`src/rtl/step_pkg.sv`:
```
// Shared types and default constants for the step pushbutton debouncer.
package step_pkg;

    typedef enum logic [1:0] {
        RELEASED,
        ARM_PRESS,
        PRESSED,
        ARM_RELEASE
    } step_state_t;

    // 20 ms of stable samples at 50 MHz.
    localparam int DEBOUNCE_CYCLES_DEFAULT = 1_000_000;
    localparam int SYNC_STAGES_DEFAULT     = 2;

endpackage

```
`src/rtl/sync_chain.sv`:
```
// Multi-flop synchroniser for asynchronous switch inputs, with a selectable preset value.
module sync_chain #(
    parameter int               WIDTH     = 1,
    parameter int               DEPTH     = 2,
    parameter logic [WIDTH-1:0] RESET_VAL = '0
) (
    input  logic             i_clk,
    input  logic             i_rst,
    input  logic [WIDTH-1:0] i_d,
    output logic [WIDTH-1:0] o_q
);

    logic [WIDTH-1:0] r_stage [DEPTH];

    always_ff @(posedge i_clk or posedge i_rst) begin
        if (i_rst) begin
            for (int i = 0; i < DEPTH; i++) begin
                r_stage[i] <= RESET_VAL;
            end
        end else begin
            r_stage[0] <= i_d;
            for (int i = 1; i < DEPTH; i++) begin
                r_stage[i] <= r_stage[i-1];
            end
        end
    end

    assign o_q = r_stage[DEPTH-1];

endmodule

```
`src/rtl/step_debouncer.sv`:
```
// Debounces the active-low step pushbutton into the clean manual step clock CLKb,
// with registered press/release strobes and a wrapping press count.
module step_debouncer
    import step_pkg::*;
#(
    parameter int SYNC_STAGES     = SYNC_STAGES_DEFAULT,
    parameter int DEBOUNCE_CYCLES = DEBOUNCE_CYCLES_DEFAULT
) (
    input  logic       CLOCK_50,
    input  logic       reset,
    input  logic       KEYb,
    output logic       CLKb,
    output logic       press_pulse,
    output logic       release_pulse,
    output logic [7:0] press_count
);

    localparam int               CNT_W    = $clog2(DEBOUNCE_CYCLES);
    localparam logic [CNT_W-1:0] CNT_LAST = CNT_W'(DEBOUNCE_CYCLES - 1);

    logic             w_key_s;
    step_state_t      r_state,   w_state_nxt;
    logic [CNT_W-1:0] r_cnt,     w_cnt_nxt;
    logic             r_clkb,    w_clkb_nxt;
    logic             r_press,   w_press_nxt;
    logic             r_release, w_release_nxt;
    logic [7:0]       r_count,   w_count_nxt;

    // Presets to released so a reset never fabricates a press.
    sync_chain #(
        .WIDTH     (1),
        .DEPTH     (SYNC_STAGES),
        .RESET_VAL (1'b1)
    ) u_key_sync (
        .i_clk (CLOCK_50),
        .i_rst (reset),
        .i_d   (KEYb),
        .o_q   (w_key_s)
    );

    always_ff @(posedge CLOCK_50 or posedge reset) begin
        if (reset) begin
            r_state   <= RELEASED;
            r_cnt     <= '0;
            r_clkb    <= 1'b1;
            r_press   <= 1'b0;
            r_release <= 1'b0;
            r_count   <= 8'd0;
        end else begin
            r_state   <= w_state_nxt;
            r_cnt     <= w_cnt_nxt;
            r_clkb    <= w_clkb_nxt;
            r_press   <= w_press_nxt;
            r_release <= w_release_nxt;
            r_count   <= w_count_nxt;
        end
    end

    always_comb begin
        w_state_nxt   = r_state;
        w_cnt_nxt     = r_cnt;
        w_clkb_nxt    = r_clkb;
        w_press_nxt   = 1'b0;
        w_release_nxt = 1'b0;
        w_count_nxt   = r_count;

        case (r_state)
            RELEASED: begin
                if (!w_key_s) begin
                    w_state_nxt = ARM_PRESS;
                    w_cnt_nxt   = '0;
                end
            end
            ARM_PRESS: begin
                // Any bounce back to released discards the partial count.
                if (w_key_s) begin
                    w_state_nxt = RELEASED;
                    w_cnt_nxt   = '0;
                end else if (r_cnt == CNT_LAST) begin
                    w_state_nxt = PRESSED;
                    w_cnt_nxt   = '0;
                    w_clkb_nxt  = 1'b0;
                    w_press_nxt = 1'b1;
                    w_count_nxt = r_count + 8'd1;
                end else begin
                    w_cnt_nxt = r_cnt + CNT_W'(1);
                end
            end
            PRESSED: begin
                if (w_key_s) begin
                    w_state_nxt = ARM_RELEASE;
                    w_cnt_nxt   = '0;
                end
            end
            ARM_RELEASE: begin
                if (!w_key_s) begin
                    w_state_nxt = PRESSED;
                    w_cnt_nxt   = '0;
                end else if (r_cnt == CNT_LAST) begin
                    w_state_nxt   = RELEASED;
                    w_cnt_nxt     = '0;
                    w_clkb_nxt    = 1'b1;
                    w_release_nxt = 1'b1;
                end else begin
                    w_cnt_nxt = r_cnt + CNT_W'(1);
                end
            end
            default: begin
                w_state_nxt = RELEASED;
                w_cnt_nxt   = '0;
            end
        endcase
    end

    assign CLKb          = r_clkb;
    assign press_pulse   = r_press;
    assign release_pulse = r_release;
    assign press_count   = r_count;

endmodule

```
`config.mk`:
```
export PLATFORM = sky130hd
export DESIGN_NAME = step_debouncer
export DESIGN_NICKNAME = d
export VERILOG_FILES = /design/src/rtl/step_pkg.sv /design/src/rtl/sync_chain.sv /design/src/rtl/step_debouncer.sv
export SDC_FILE = /design/constraint.sdc
export NUM_CORES = 1
export LEC_CHECK = 0
export CAP_MARGIN = 20
export CELL_PAD_IN_SITES_DETAIL_PLACEMENT = 1
export CELL_PAD_IN_SITES_GLOBAL_PLACEMENT = 2
export CORE_MARGIN = 5
export CORE_UTILIZATION = 25
export CTS_CLUSTER_DIAMETER = 150
export DETAILED_ROUTE_END_ITERATION = 8
export GPL_ROUTABILITY_DRIVEN = 0
export PLACE_DENSITY_LB_ADDON = 0.08
export SLEW_MARGIN = 20
export SYNTH_ARGS = -nofsm -noshare
export SYNTH_HDL_FRONTEND = slang
export SYNTH_SLANG_ARGS = --single-unit
```
`constraint.sdc`:
```
create_clock -name CLOCK_50 -period 2.4 [get_ports CLOCK_50]
set_clock_uncertainty 0.1 [all_clocks]
set_input_delay 0.24 -clock CLOCK_50 [delete_from_list [all_inputs] [get_ports CLOCK_50]]
set_output_delay 0.24 -clock CLOCK_50 [all_outputs]
set_load 0.1 [all_outputs]
```
==> flow_metrics.tcl <==
set metrics [dict create \
    status "finished, final reports clean" \
    die_area_mm2 0.00917 \
    hold_path.class "primary input to flop" \
    critPathArrivalTime_ps 2300 \
    die_h_um 95.8 \
    setup-violations-final 0 \
    cap_violations 0 \
    ys_ff_latch 35 \
    end_kind "flop" \
    grt_first_pass_wirelength_um 8470 \
    met2_usage_pct 21.8 \
    rsz0062_at_grt "no" \
    io_buffers 13 \
    yosys-top-cells-area "dfrtp_1 44%, o21ai_0 5.2%, dfstp_2 4.3%, nand3_1 3.5%, xnor2_1 3.3%" \
    hold_depth 1 \
    worstPathCellList "ha_1 -> nand3_2 -> or4_4 -> o21ai_4 -> buf_4 -> or3_1 -> o21ai_0" \
    cp_max_fo 8 \
    dr_total_vias 1527 \
    min_to "u_key_sync.r_stage[1]$_DFF_PP1_" \
    critPathMaxStageDelay_ps 590 \
    synthCells 189 \
    setup_ws_ps 157 \
    hold-worst-slack_ps 254 \
    startpoint_type "flop" \
    root_buffer "clkbuf_8" \
    fmax_mhz 446 \
    synth_top_cell_by_area "dfrtp_1" \
    synth_top_area_share_pct 43.5 \
    nFillCells 867 \
    ioPinCount 14 \
    hold_violations 0 \
    cts_hold_buf 0 \
    reg2reg_from "r_cnt[0]$_DFFE_PP0P_" \
    core_mm2 0.00721 \
    final-max-slew-violation-count 0 \
    drt_iter0_drc 60 \
    final_layout_size_suffix_gt1_share_pct 20.6 \
    drtPass1Iterations 4 \
    grt_use_met3_pct 2.89 \
    grtUsageTotal_pct 12.2 \
    synth_nets 194 \
    worst_slew_pin_slew_ps 466 \
    clockBufferDepth 2 \
    use_met1_pct 14.2 \
    synth-edff-count 0 \
    diodes 0 \
    cts_sinks 35 \
    register_area_um2 880 \
    final-instance-count-excl-fill 313 \
    syn_to_final_growth_pct 18.9 \
    grt_start_max_net_pins 36 \
    grt.overflow.total 0 \
    cts_made_buffers 5 \
    routed_wl_um 5070 \
    grt_pass1_vias 1658 \
    r2r_setup_slack_ps 160 \
    reg2regPathDepth 7 \
    yosysWarnings 0 \
    die_w_um 95.8 \
    pre_cts_slack_ps 103 \
    antenna_found_initial 0 \
    fin_crit_ps 2240 \
    p_leak_nw 0.934 \
    place_inst 305 \
    yosysSeqAreaShare_pct 47.8 \
    hold_start "KEYb" \
    rows 31 \
    cts_tree "built" \
    synthArstFlopShare_pct 100 \
    avgRoutedWirePerCell_um 16.2 \
    drc 0 \
    clk_latency_ps 280 \
    powerDensity_mw_per_mm2 494 \
    dp_hpwl_um 3660 \
    r2r-end "r_cnt[8]$_DFFE_PP0P_" \
    tns_ps 0 \
    fin_nets 218 \
    grt-busiest-layer "met2" \
    crit_required_ps 2450 \
    multi_input_area_um2 863 \
    crit_type "flop to flop" \
    ant_nets 0 \
    cts_max_level 2 \
    synth_flop_cell "dfrtp_1" \
    finalCritPeriodShare_pct 93.5 \
    fin_util_pct 30.3 \
    synth.distinct_cells 40 \
    syn_avg_cell_area_um2 9.73 \
    peakVddDrop_mv 0.243 \
    clk_pin_slew_ps 80 \
    syn_area_mm2 0.00184 \
    critPathSlowestCell "or4_4" \
    slew_headroom_pct 69.0 \
    start_util_pct 25.5 \
    viasPerCell 4.88 \
]
cells in the final DEF, fill, tap and decap left out, types with 5 or more instances in the layout:
| master | netlist | layout |
|---|---|---|
| nor2_1 | 7 | 7 |
| inv_1 | 11 | 11 |
| a21oi_1 | 10 | 10 |
| or3_1 | 8 | 8 |
| nand2_1 | 16 | 16 |
| nand3_1 | 13 | 13 |
| dfrtp_1 | 32 | 32 |
| nand4_1 | 9 | 9 |
| buf_4 | 0 | 21 |
| xnor2_1 | 7 | 7 |
| clkbuf_8 | 0 | 5 |
| o21ai_0 | 19 | 19 |
cell families (layout without fill, tap and decap cells):
kind of cell	count (synthesis)	after routing	synth area share, %
multiplexers	2	2	1.16
AND/OR/NAND/NOR	80	80	26.2
adder cells (fa/ha/maj)	2	2	1.36
flip-flops	35	35	47.8
AO/OA/AOI/OAI	44	44	14.4
XOR/XNOR	8	8	3.81
buffers and inverters	18	43	5.31
power by group:
group	switching (W)	leakage, nW	internal, W	total [W]
clock	0.000211	0.0422	0.000204	0.000415
combinational	0.0000410	0.417	0.0000233	0.0000644
sequential	0.00000610	0.475	0.000596	0.000603
synth_stat cells (2+ instances only):
cell type	n
dfrtp_1	32
o21ai_0	19
nand2_1	16
nand3_1	13
inv_1	11
a21oi_1	10
nand4_1	9
or3_1	8
nor2_1	7
xnor2_1	7
a31oi_1	4
and2_1	4
and3_1	4
buf_6	4
o31ai_1	4
clkbuf_1	3
dfstp_2	3
nor4_1	3
a21o_1	2
and3_2	2
and4_1	2
and4_2	2
ha_1	2
nor4b_1	2
registers in the layout (all words and copies together), names as in the netlist, named ones only:
name                flops
u_key_sync.o_q          1
press_count             8
release_pulse           1
CLKb                    1
press_pulse             1
r_cnt                  20
r_state                 1
u_key_sync.r_stage      1
how the worst max path moves through the flow:
stage / startpoint / to / slack, ps / cells after the start
4_1_cts: r_cnt[0]$_DFFE_PP0P_ / r_cnt[19]$_DFFE_PP0P_ / 70 / 6
3_3_place_gp: r_cnt[0]$_DFFE_PP0P_ / r_cnt[19]$_DFFE_PP0P_ / 150 / 6
2_1_floorplan: r_cnt[0]$_DFFE_PP0P_ / press_count[1]$_DFFE_PP0P_ / 260 / 6
5_1_grt: r_cnt[0]$_DFFE_PP0P_ / r_cnt[8]$_DFFE_PP0P_ / 40 / 7
3_5_place_dp: r_cnt[0]$_DFFE_PP0P_ / r_cnt[19]$_DFFE_PP0P_ / 100 / 6
6_report: r_cnt[0]$_DFFE_PP0P_ / r_cnt[8]$_DFFE_PP0P_ / 160 / 7
stage by stage:
| stage | area [µm²] | total power (W) |
|---|---|---|
| 2_1_floorplan | 1840 | 0.000653 |
| 5_1_grt | 2190 | 0.00115 |
| 4_1_cts | 2190 | 0.00111 |
| 3_5_place_dp | 2100 | 0.000681 |
| 3_3_place_gp | 2100 | 0.000680 |
| 6_report | 2190 | 0.00108 |
critical path: cells and delay by family, from the launching register on:
kind,cells,cell delay (ps)
and+or+nand+nor,3,800
buffers and inverters,1,180
AOI/OAI and AO/OA,2,410
adders and majority gates,1,230
DFF,1,390
cell type report:
type / instances / share of cell area, %
well taps: 99 / 5.66
multi-input cells: 136 / 39.5
repair buffers: 24 / 9.04
inverters: 11 / 1.89
flip-flops and latches: 35 / 40.2
clock buffers: 7 / 3.49
clock inverters: 1 / 0.229
metal layers:
metal | routed length (µm) | part of all wire (%) | vias up
li1 | - | - | 731
met1 | 2250 | 44 | 775
met2 | 2630 | 52 | 17
met3 | 125 | 2.5 | 4
met4 | 56 | 1.1 | 0
met5 | 0 | 0 | -
timing repair:
item | CTS | global route
endpoints found under the setup margin | 0 | 8
buffers inserted | 0 | 0
gates resized for setup | 0 | 1
(Power assumes the default switching activity.)
==> RTL change: new RTL, same settings <==
Encoding of `step_state_t`: now one-hot (4 bits for 4 states).
--- a/src/rtl/step_pkg.sv
+++ b/src/rtl/step_pkg.sv
@@ -2,9 +2,9 @@
 package step_pkg;
 
-    typedef enum logic [1:0] {
-        RELEASED,
-        ARM_PRESS,
-        PRESSED,
-        ARM_RELEASE
+    typedef enum logic [3:0] {
+        RELEASED    = 4'b0001,
+        ARM_PRESS   = 4'b0010,
+        PRESSED     = 4'b0100,
+        ARM_RELEASE = 4'b1000
     } step_state_t;
 
Check against the original RTL: same outputs for any inputs over 10 cycles, from zero or initial values and one cycle with reset high; not proved beyond that.
==> RTL change against the unedited design <==
Critical endpoint is now r_state[3]$_DFFE_PP0P_. Final area is 8.2% higher. Sequential share of layout area fell by 0.89 points. Setup slack better by 59 ps. Die area up 8.4%. Routed wire length increased by 1.5%. Sequential cell count rose by 2. Synthesized area up 9.5%. Highest routed layer unchanged. Synthesized cell count rose by 7.4%. Critical path depth shrank 1.
Power is not compared: it rests on default switching activity, and its combinational part moved more than twofold at a synthesized area within 25%.
==> RTL change: results (changes against the unedited design) <==
Area contributors post-synth - dfrtp_1 41%, dfstp_2 5.2%, xor2_1 3.5%
count of different cell masters after synthesis - 56 (+40%)
gr usage total - 11.2% (-1.0 points)
Sequential Power Share - 48.5%
top cells by count, synth - 33 x dfrtp_1, 16 x nor2_1, 14 x nand2_1
reg2reg path depth - 6 (-1)
Max-Cap Viols - 0 (unchanged)
WL met3 - 146 µm (+17%)
Setup WS pre-CTS - 202 ps (+99.1 ps)
status - finished, final reports clean
ClkCell Share - 4.86% (+1.1 points)
first-pass GRT wire length - 8780 µm (+3.7%)
Clk network pwr share - 41.5%
Ant. Diodes - 0 (unchanged)
vias in the first global route - 1683 (+1.5%)
post-synthesis sequential area ratio - 46.2% (-1.6 points)
M3 GR Usage - 3.09% (+0.19 points)
Sw Pwr - 346 µW
layout clock buffer count - 5 (-2)
Worst EP arrival - 2270 ps (-30 ps)
WL met1 - 2360 µm (+4.7%)
layout cell share with drive strength beyond 1 - 22.2% (+1.7 points)
CTS Sinks - 37 (+5.7%)
Worst R2R Setup Slack - 220 ps (+60 ps)
initial drt markers - 43 (-28%)
Worst-Skew Late Latency - 290 ps
Hold Crit Class - primary input to asynchronous set/reset pin
Clock transition at path regs - 80 ps (about the same)
Final Non-Filler Cells - 327 (+4.5%)
Synth Instances - 203 (+7.4%)
CP delay by family, top - compound AO/OA/AOI/OAI gates
count of plain and timing-repair buffers - 21 (-13%)
DRT Pass-1 Iters - 4 (unchanged)
via-per-instance ratio - 4.89 (+0.29%)
Post-DP HPWL - 3830 µm (+4.6%)
Worst path max stage delay - 640 ps (+50 ps)
largest net degree at the start of global routing - 16 (-56%)
worst flop-to-flop path endpoint - r_state[3]$_DFFE_PP0P_
Placed Cells - 319 (+4.6%)
met2 usage - 18.8% (-3.0 points)
multi-input combinational area share - 41.8% (+2.3 points)
Met2 Wirelength - 2600 µm (-1.4%)
relative slew slack - 48.6% (-20 points)
CP max-delay cell - a21oi_2
Post-Syn Nets - 208 (+7.2%)
H-tree lvl count - 2 (unchanged)
Post-CTS Resized - 0 (unchanged)
inverter count - 11 (unchanged)
met1 usage - 14.3% (+0.062 points)
comb_multi_in - 148 (+8.8%)
nets - 229 (+5.0%)
Data buffer area share - 6.87% (-2.2 points)
FF+latch area - 931 µm² (+5.8%)
Fillers - 903 (+4.2%)
routed len/inst - 15.7 µm (-2.9%)
Critical Path Fanout Max - 15 (+7)
RTL change: cell count changes in the layout (fill, tap and decap cells not counted), moves of 6 or more:
cell | before | now
or3_1 | 8 | 2
xor2_1 | 1 | 8
o21ai_1 | 0 | 6
o21ai_0 | 19 | 10
nor2_1 | 7 | 16
RTL change: worst max path at each step:
stage / startpoint / endpoint / slack (ps) / cells past startpoint
after detailed placement: r_cnt[0]$_DFFE_PP0P_ / r_state[3]$_DFFE_PP0P_ / 200 / 6
final: r_cnt[0]$_DFFE_PP0P_ / r_state[3]$_DFFE_PP0P_ / 220 / 6
after global routing: r_cnt[0]$_DFFE_PP0P_ / r_state[3]$_DFFE_PP0P_ / 40 / 6
after floorplan: press_count[2]$_DFFE_PP0P_ / press_count[7]$_DFFE_PP0P_ / 320 / 4
after CTS: r_cnt[0]$_DFFE_PP0P_ / r_state[3]$_DFFE_PP0P_ / 190 / 6
after global placement: r_cnt[0]$_DFFE_PP0P_ / r_state[3]$_DFFE_PP0P_ / 270 / 6
RTL change: metrics by stage:
| stage | utilization (%) | power, µW | hold slack, ps | area (µm²) |
|---|---|---|---|---|
| 6_report | 30.5 | 1340 | 171 | 2370 |
| 5_1_grt | 30.5 | 1410 | 207 | 2370 |
| 4_1_cts | 30.5 | 1380 | 192 | 2370 |
| 3_5_place_dp | 29.0 | 802 | 251 | 2250 |
| 3_3_place_gp | 29.0 | 798 | 246 | 2250 |
| 2_1_floorplan | - | 756 | 144 | 2010 |
RTL change: logic make-up (layout without fill, tap and decap cells):
kind of cell    after synthesis  after routing  synth area share, %
flops                        37             37                 46.2
fa+ha+maj                     2              2                 1.24
compound gates               44             44                 14.7
simple gates                 87             87                 26.4
buf+inv                      18             40                 4.60
xor+xnor                     12             12                 5.22
mux                           3              3                 1.55
